**src/rtl/wb_arbiter_pkg.sv**
```systemverilog
// Shared writeback types: default unit/data/id widths, commit packet layout,
// and a helper that sizes unit-index fields (at least 1 bit).
// Imported by wb_arbiter and rr_arbiter; no logic, no latency, no flow control.
package wb_arbiter_pkg;

  localparam int WB_NUM_UNITS = 4;
  localparam int WB_DATA_W    = 32;
  localparam int WB_ID_W      = 3;

  // Width of an index into n requesters; never collapses to zero bits.
  function automatic int idx_width(input int n);
    return (n > 1) ? $clog2(n) : 1;
  endfunction

  localparam int WB_UNIT_IDX_W = idx_width(WB_NUM_UNITS);

  typedef logic [WB_ID_W-1:0] id_t;

  typedef struct packed {
    logic [WB_DATA_W-1:0]     data;
    id_t                      id;
    logic [WB_UNIT_IDX_W-1:0] unit;
  } wb_commit_packet_t;

endpackage

```
**src/rtl/wb_arbiter_rr_arbiter.sv**
```systemverilog
// Round-robin arbiter: picks the first requester at or above the priority
// pointer (wrapping), pointer moves past the winner only when a grant issues.
// Latency: grant is combinational. Backpressure: advance=0 suppresses all
// grants and freezes the pointer, so requests stay pending.
// Ports:
//   clk, rst (sync, active-low) | req[N]: request vector | advance: consumer
//   can take a result | grant[N]: one-hot grant | winner: index of first
//   requester | found: any request present (independent of advance).
module rr_arbiter
  import wb_arbiter_pkg::*;
#(
  parameter int N = 4,
  localparam int IDX_W = idx_width(N)
) (
  input  logic             clk,
  input  logic             rst,
  input  logic [N-1:0]     req,
  input  logic             advance,
  output logic [N-1:0]     grant,
  output logic [IDX_W-1:0] winner,
  output logic             found
);

  logic [IDX_W-1:0] ptr_q, ptr_d;

  // Scan N slots starting at the pointer; cand wraps back to 0 past N-1.
  always_comb begin
    int cand;
    found  = 1'b0;
    winner = '0;
    cand   = 0;
    for (int i = 0; i < N; i++) begin
      cand = int'(ptr_q) + i;
      if (cand >= N) cand = cand - N;
      if (!found && req[cand[IDX_W-1:0]]) begin
        found  = 1'b1;
        winner = cand[IDX_W-1:0];
      end
    end
  end

  // No grant while held in reset so units never advance on a discarded result.
  always_comb begin
    grant = '0;
    if (found && advance && rst) grant[winner] = 1'b1;
  end

  always_comb begin
    ptr_d = ptr_q;
    if (found && advance) begin
      ptr_d = (winner == IDX_W'(N - 1)) ? '0 : winner + 1'b1;
    end
  end

  always_ff @(posedge clk) begin
    if (!rst) ptr_q <= '0;
    else      ptr_q <= ptr_d;
  end

endmodule

```
**src/rtl/wb_arbiter.sv**
```systemverilog
// Writeback arbiter: round-robin grant among NUM_UNITS results into a
// registered commit stage (valid/ready toward retire).
// Latency: done at cycle N -> commit_valid at N+1; 1 result/cycle, no bubble
// on simultaneous drain/refill. Backpressure: commit_ready=0 with a held
// commit stalls all acks and holds the commit registers.
// Ports:
//   clk, rst (sync, active-low) | unit_done/unit_rd/unit_id: per-unit results
//   held until acked | unit_ack: one-hot grant | commit_valid/ready/data/id/
//   unit: registered winner toward retire.
// Optional: define WB_ARB_CONFLICT_COUNT_EN to add conflict_count, a
// saturating count of advancing cycles with two or more units done.
module wb_arbiter
  import wb_arbiter_pkg::*;
#(
  parameter int NUM_UNITS  = WB_NUM_UNITS,
  parameter int DATA_WIDTH = WB_DATA_W,
  parameter int ID_WIDTH   = WB_ID_W,
  localparam int UNIT_IDX_W = idx_width(NUM_UNITS)
) (
  input  logic                                 clk,
  input  logic                                 rst,
  input  logic [NUM_UNITS-1:0]                 unit_done,
  input  logic [NUM_UNITS-1:0][DATA_WIDTH-1:0] unit_rd,
  input  logic [NUM_UNITS-1:0][ID_WIDTH-1:0]   unit_id,
  output logic [NUM_UNITS-1:0]                 unit_ack,
  output logic                                 commit_valid,
  input  logic                                 commit_ready,
  output logic [DATA_WIDTH-1:0]                commit_data,
  output logic [ID_WIDTH-1:0]                  commit_id,
  output logic [UNIT_IDX_W-1:0]                commit_unit
`ifdef WB_ARB_CONFLICT_COUNT_EN
  ,
  output logic [31:0]                          conflict_count
`endif
);

  // Commit payload sized from this instance's parameters.
  typedef struct packed {
    logic [DATA_WIDTH-1:0] data;
    logic [ID_WIDTH-1:0]   id;
    logic [UNIT_IDX_W-1:0] unit;
  } commit_pkt_t;

  logic                  commit_valid_q, commit_valid_d;
  commit_pkt_t           commit_q, commit_d;
  logic                  advance;
  logic [UNIT_IDX_W-1:0] winner;
  logic                  found;

  // The stage can load whenever it is empty or being drained this cycle.
  assign advance = ~commit_valid_q | commit_ready;

  rr_arbiter #(
    .N (NUM_UNITS)
  ) u_rr (
    .clk     (clk),
    .rst     (rst),
    .req     (unit_done),
    .advance (advance),
    .grant   (unit_ack),
    .winner  (winner),
    .found   (found)
  );

  // Payload keeps its old value when the stage advances with no winner.
  always_comb begin
    commit_valid_d = commit_valid_q;
    commit_d       = commit_q;
    if (advance) begin
      commit_valid_d = found;
      if (found) begin
        commit_d.data = unit_rd[winner];
        commit_d.id   = unit_id[winner];
        commit_d.unit = winner;
      end
    end
  end

  always_ff @(posedge clk) begin
    if (!rst) begin
      commit_valid_q <= 1'b0;
      commit_q       <= '0;
    end else begin
      commit_valid_q <= commit_valid_d;
      commit_q       <= commit_d;
    end
  end

  assign commit_valid = commit_valid_q;
  assign commit_data  = commit_q.data;
  assign commit_id    = commit_q.id;
  assign commit_unit  = commit_q.unit;

`ifdef WB_ARB_CONFLICT_COUNT_EN
  logic [31:0] conflict_q, conflict_d;
  logic        multi_req;

  // Clearing the lowest set bit leaves something only if 2+ bits were set.
  assign multi_req = (unit_done & (unit_done - 1'b1)) != '0;

  always_comb begin
    conflict_d = conflict_q;
    if (advance && multi_req && (conflict_q != 32'hFFFF_FFFF)) begin
      conflict_d = conflict_q + 32'd1;
    end
  end

  always_ff @(posedge clk) begin
    if (!rst) conflict_q <= '0;
    else      conflict_q <= conflict_d;
  end

  assign conflict_count = conflict_q;
`endif

endmodule

```
**config.mk**
```make
export PLATFORM = sky130hd
export DESIGN_NAME = wb_arbiter
export DESIGN_NICKNAME = d
export VERILOG_FILES = /design/src/rtl/wb_arbiter_pkg.sv /design/src/rtl/wb_arbiter_rr_arbiter.sv /design/src/rtl/wb_arbiter.sv
export SDC_FILE = /design/constraint.sdc
export NUM_CORES = 1
export LEC_CHECK = 0
export BUFFER_PORTS_ARGS = -buffer_cell sky130_fd_sc_hd__buf_2
export CORE_UTILIZATION = 36
export CTS_CLUSTER_DIAMETER = 150
export DETAILED_ROUTE_END_ITERATION = 10
export HOLD_SLACK_MARGIN = 0.02
export PLACE_DENSITY_LB_ADDON = 0.12
export SLEW_MARGIN = 10
export SYNTH_ARGS = -nofsm -noshare
export SYNTH_HDL_FRONTEND = slang
export SYNTH_SLANG_ARGS = --single-unit
```
**constraint.sdc**
```tcl
create_clock -name clk -period 1.52 [get_ports clk]
set_input_delay 0.152 -clock clk [delete_from_list [all_inputs] [get_ports clk]]
set_output_delay 0.152 -clock clk [all_outputs]
set_load 0.03 [all_outputs]
```
==> flow_summary.json <==
{
  "hp-class": "in -> reg",
  "gp_congestion": 0.822,
  "drt-initial-drc-count": 168,
  "grt_pass1_wl_um": 13900,
  "crit-reg2reg-launch": "u_rr.ptr_q[1]$_SDFFE_PN0P_",
  "regToRegSetupSlack_ns": -0.20,
  "crit_type": "reg -> reg",
  "cts_hold_buf": 0,
  "min_period_ns": 1.72,
  "drc_errors": 14,
  "layout_setup_ws_ns": -0.204,
  "grt_overflow": 0,
  "pwr_density_cell_nw_per_um2": 878,
  "clk_pin_slew_ns": 0.08,
  "antenna_found_initial": 0,
  "place_ws_ns": -0.166,
  "syn_avg_cell_area_um2": 8.39,
  "numPortBuffers": 188,
  "cts_sinks": 40,
  "viasPerCell": 5.46,
  "cp-end-kind": "flip-flop",
  "layout_common_cells": "184 x buf_2, 38 x o21ai_0, 38 x dfxtp_1, 29 x nand2_2, 29 x mux2_4",
  "cts_buffers": 5,
  "hold_end": "commit_data[2]$_SDFFE_PN0P_",
  "cts.path.max_buffers": 2,
  "fp.coreArea_um2": 6460,
  "insertedDiodeCount": 0,
  "num-fill-cells": 536,
  "drive_above_1_share_pct": 73.1,
  "r2r_cells": 8,
  "finalSetupViolations": 41,
  "max_slew_margin_pct": 72.5,
  "ys_types": 29,
  "postPlaceCellArea_um2": 3630,
  "final_max_slew_viol_count": 0,
  "violations": "DRC, setup timing",
  "initial_core_util_pct": 38.0,
  "required_ns": 1.70,
  "yosys.area.top_type_share_pct": 32.7,
  "min_from": "unit_rd[34]",
  "die_h_um": 84.5,
  "fp.dieW_um": 84.5,
  "syn_nets": 439,
  "ys_seq_elements": 40,
  "ir_drop_uv": 470,
  "ys_seq_area_share_pct": 32.7,
  "track_usage_pct": 24.5,
  "synth_top_cell_by_area": "dfxtp_1",
  "critPathMaxFanout": 5,
  "crit_path_start_kind": "flip-flop",
  "reg2reg_to": "commit_data[26]$_SDFFE_PN0P_",
  "synth_cells": 292,
  "areaGrowthSynthToFinish_pct": 83.6,
  "hold_viol": 0,
  "nets": 649,
  "hold_path_depth": 3,
  "rsz0062_at_grt": "true",
  "ys_top_cells_by_area": "dfxtp_1 33%, mux2_2 15%, a221oi_1 13%",
  "num_rows": 29,
  "routed-via-count": 3160,
  "grt_pass1_vias": 2855,
  "leakage_nw": 2.13,
  "place_hpwl_um": 6490,
  "wirelength_um": 10000,
  "maxCapViolCount": 0,
  "final_common_cell": "buf_2",
  "die_area_um2": 7140,
  "arrival_ns": 1.90,
  "cts_tree": "yes",
  "skew_ns": 0.00550,
  "boundaryPins": 189,
  "status": "finished, violations left",
  "max_freq_mhz": 580,
  "htreeDepth": 2,
  "ant_nets": 0,
  "clkLatencyLatePin_ns": 0.30,
  "stdcell_area_um2": 4500,
  "clock_tree.root_cell": "clkbuf_8",
  "yosysWarnings": 0,
  "wl_per_cell_um": 17.3,
  "fin_crit_sh_pct": 113,
  "drt_pass1_iterations": 8,
  "post_synth_instance_area_um2": 2450,
  "worst_pin_slew_ns": 0.412,
  "grt_max_degree": 32
}
kinds of logic (layout without fill, tap and decap cells):
| family | count (synthesis) | count (layout) | share of synthesized area (%) |
|---|---|---|---|
| AND/OR/NAND/NOR | 58 | 58 | 10.8 |
| flip-flops | 40 | 40 | 32.7 |
| AO/OA/AOI/OAI | 126 | 126 | 33.4 |
| multiplexers | 36 | 36 | 16.3 |
| buffers and inverters | 32 | 242 | 6.74 |
area by class of cell:
| class | instances | area [um2] | area share, % |
|---|---|---|---|
| Inverter | 2 | 7.51 | 0.167 |
| Clock inverter | 1 | 5.00 | 0.111 |
| Multi-Input combinational cell | 220 | 2030 | 45.1 |
| Clock buffer | 6 | 72.6 | 1.61 |
| Tap cell | 77 | 96.3 | 2.14 |
| Sequential cell | 40 | 806 | 17.9 |
| Timing Repair Buffer | 233 | 1480 | 32.9 |
routing by layer:
metal,vias to the layer above,GRT usage (%),part of all wire (%)
li1,1522,-,-
met1,1469,27.8,40
met4,0,6.47,1.2
met2,159,45.5,51
met5,-,0,0
met3,10,6.10,7.4
critical path: stages, from the launching register on:
cell and delay (ns):
dfxtp_4 0.36, buf_6 0.13, mux2i_4 0.18, o221ai_4 0.17, buf_6 0.18, buf_12 0.13, mux2_2 0.34, nand2_2 0.07
a21oi_2 0.05
synth_stat cells:
library cell,n
a21oi_1,40
dfxtp_1,40
o21ai_0,40
nand2_1,37
a221oi_1,35
mux2_2,32
clkbuf_1,13
buf_2,12
nor2_1,6
and3_1,4
mux2i_1,4
a21boi_0,3
buf_6,3
or2_0,3
buf_4,2
inv_1,2
nand2b_1,2
nor2b_1,2
o21a_1,2
nor3_1,1
o2111ai_1,1
o211a_1,1
o21ai_2,1
o221a_2,1
o221ai_4,1
o32a_1,1
or2b_1,1
or3_4,1
or3b_4,1
state kept, by name (all words and copies together) (netlist names):
signal / count
commit_data: 32
u_rr.ptr_q: 2
commit_valid: 1
commit_id: 3
commit_unit: 2
worst max-delay path by stage:
stage / end / start / depth (start not counted) / slack [ns]
after floorplan: commit_data[0]$_SDFFE_PN0P_ / u_rr.ptr_q[1]$_SDFFE_PN0P_ / 6 / -0.06
after global placement: commit_data[14]$_SDFFE_PN0P_ / u_rr.ptr_q[1]$_SDFFE_PN0P_ / 6 / -0.14
after detailed placement: commit_id[1]$_SDFFE_PN0P_ / u_rr.ptr_q[1]$_SDFFE_PN0P_ / 6 / -0.17
after CTS: unit_ack[3] / u_rr.ptr_q[1]$_SDFFE_PN0P_ / 7 / -0.23
after global routing: commit_data[21]$_SDFFE_PN0P_ / u_rr.ptr_q[1]$_SDFFE_PN0P_ / 8 / -0.27
final: commit_data[26]$_SDFFE_PN0P_ / u_rr.ptr_q[1]$_SDFFE_PN0P_ / 8 / -0.20
metrics by stage:
step,setup TNS (ns),cells,hold WS [ns],util [%],total power (W)
3_3_place_gp,-4.11,555,0.432,56.3,0.00271
2_1_floorplan,-1.47,292,0.306,-,0.00216
4_1_cts,-7.83,571,0.132,60.1,0.00352
3_5_place_dp,-5.09,555,0.445,56.3,0.00272
5_1_grt,-8.93,579,0.133,69.7,0.00417
6_report,-6.35,579,0.130,69.7,0.00395
power breakdown:
part	total [W]	leakage, nW	switching, W	internal, W
sequential	0.00125	0.334	0.0000715	0.00118
combinational	0.00201	1.76	0.00105	0.000954
clock	0.000697	0.0410	0.000384	0.000313
timing repair:
item,in CTS,in global routing
pin swaps,1,48
resized for setup,24,119
cloned,1,4
setup buffers,8,4
setup endpoints to repair,39,43
(Power assumes the default switching activity.)
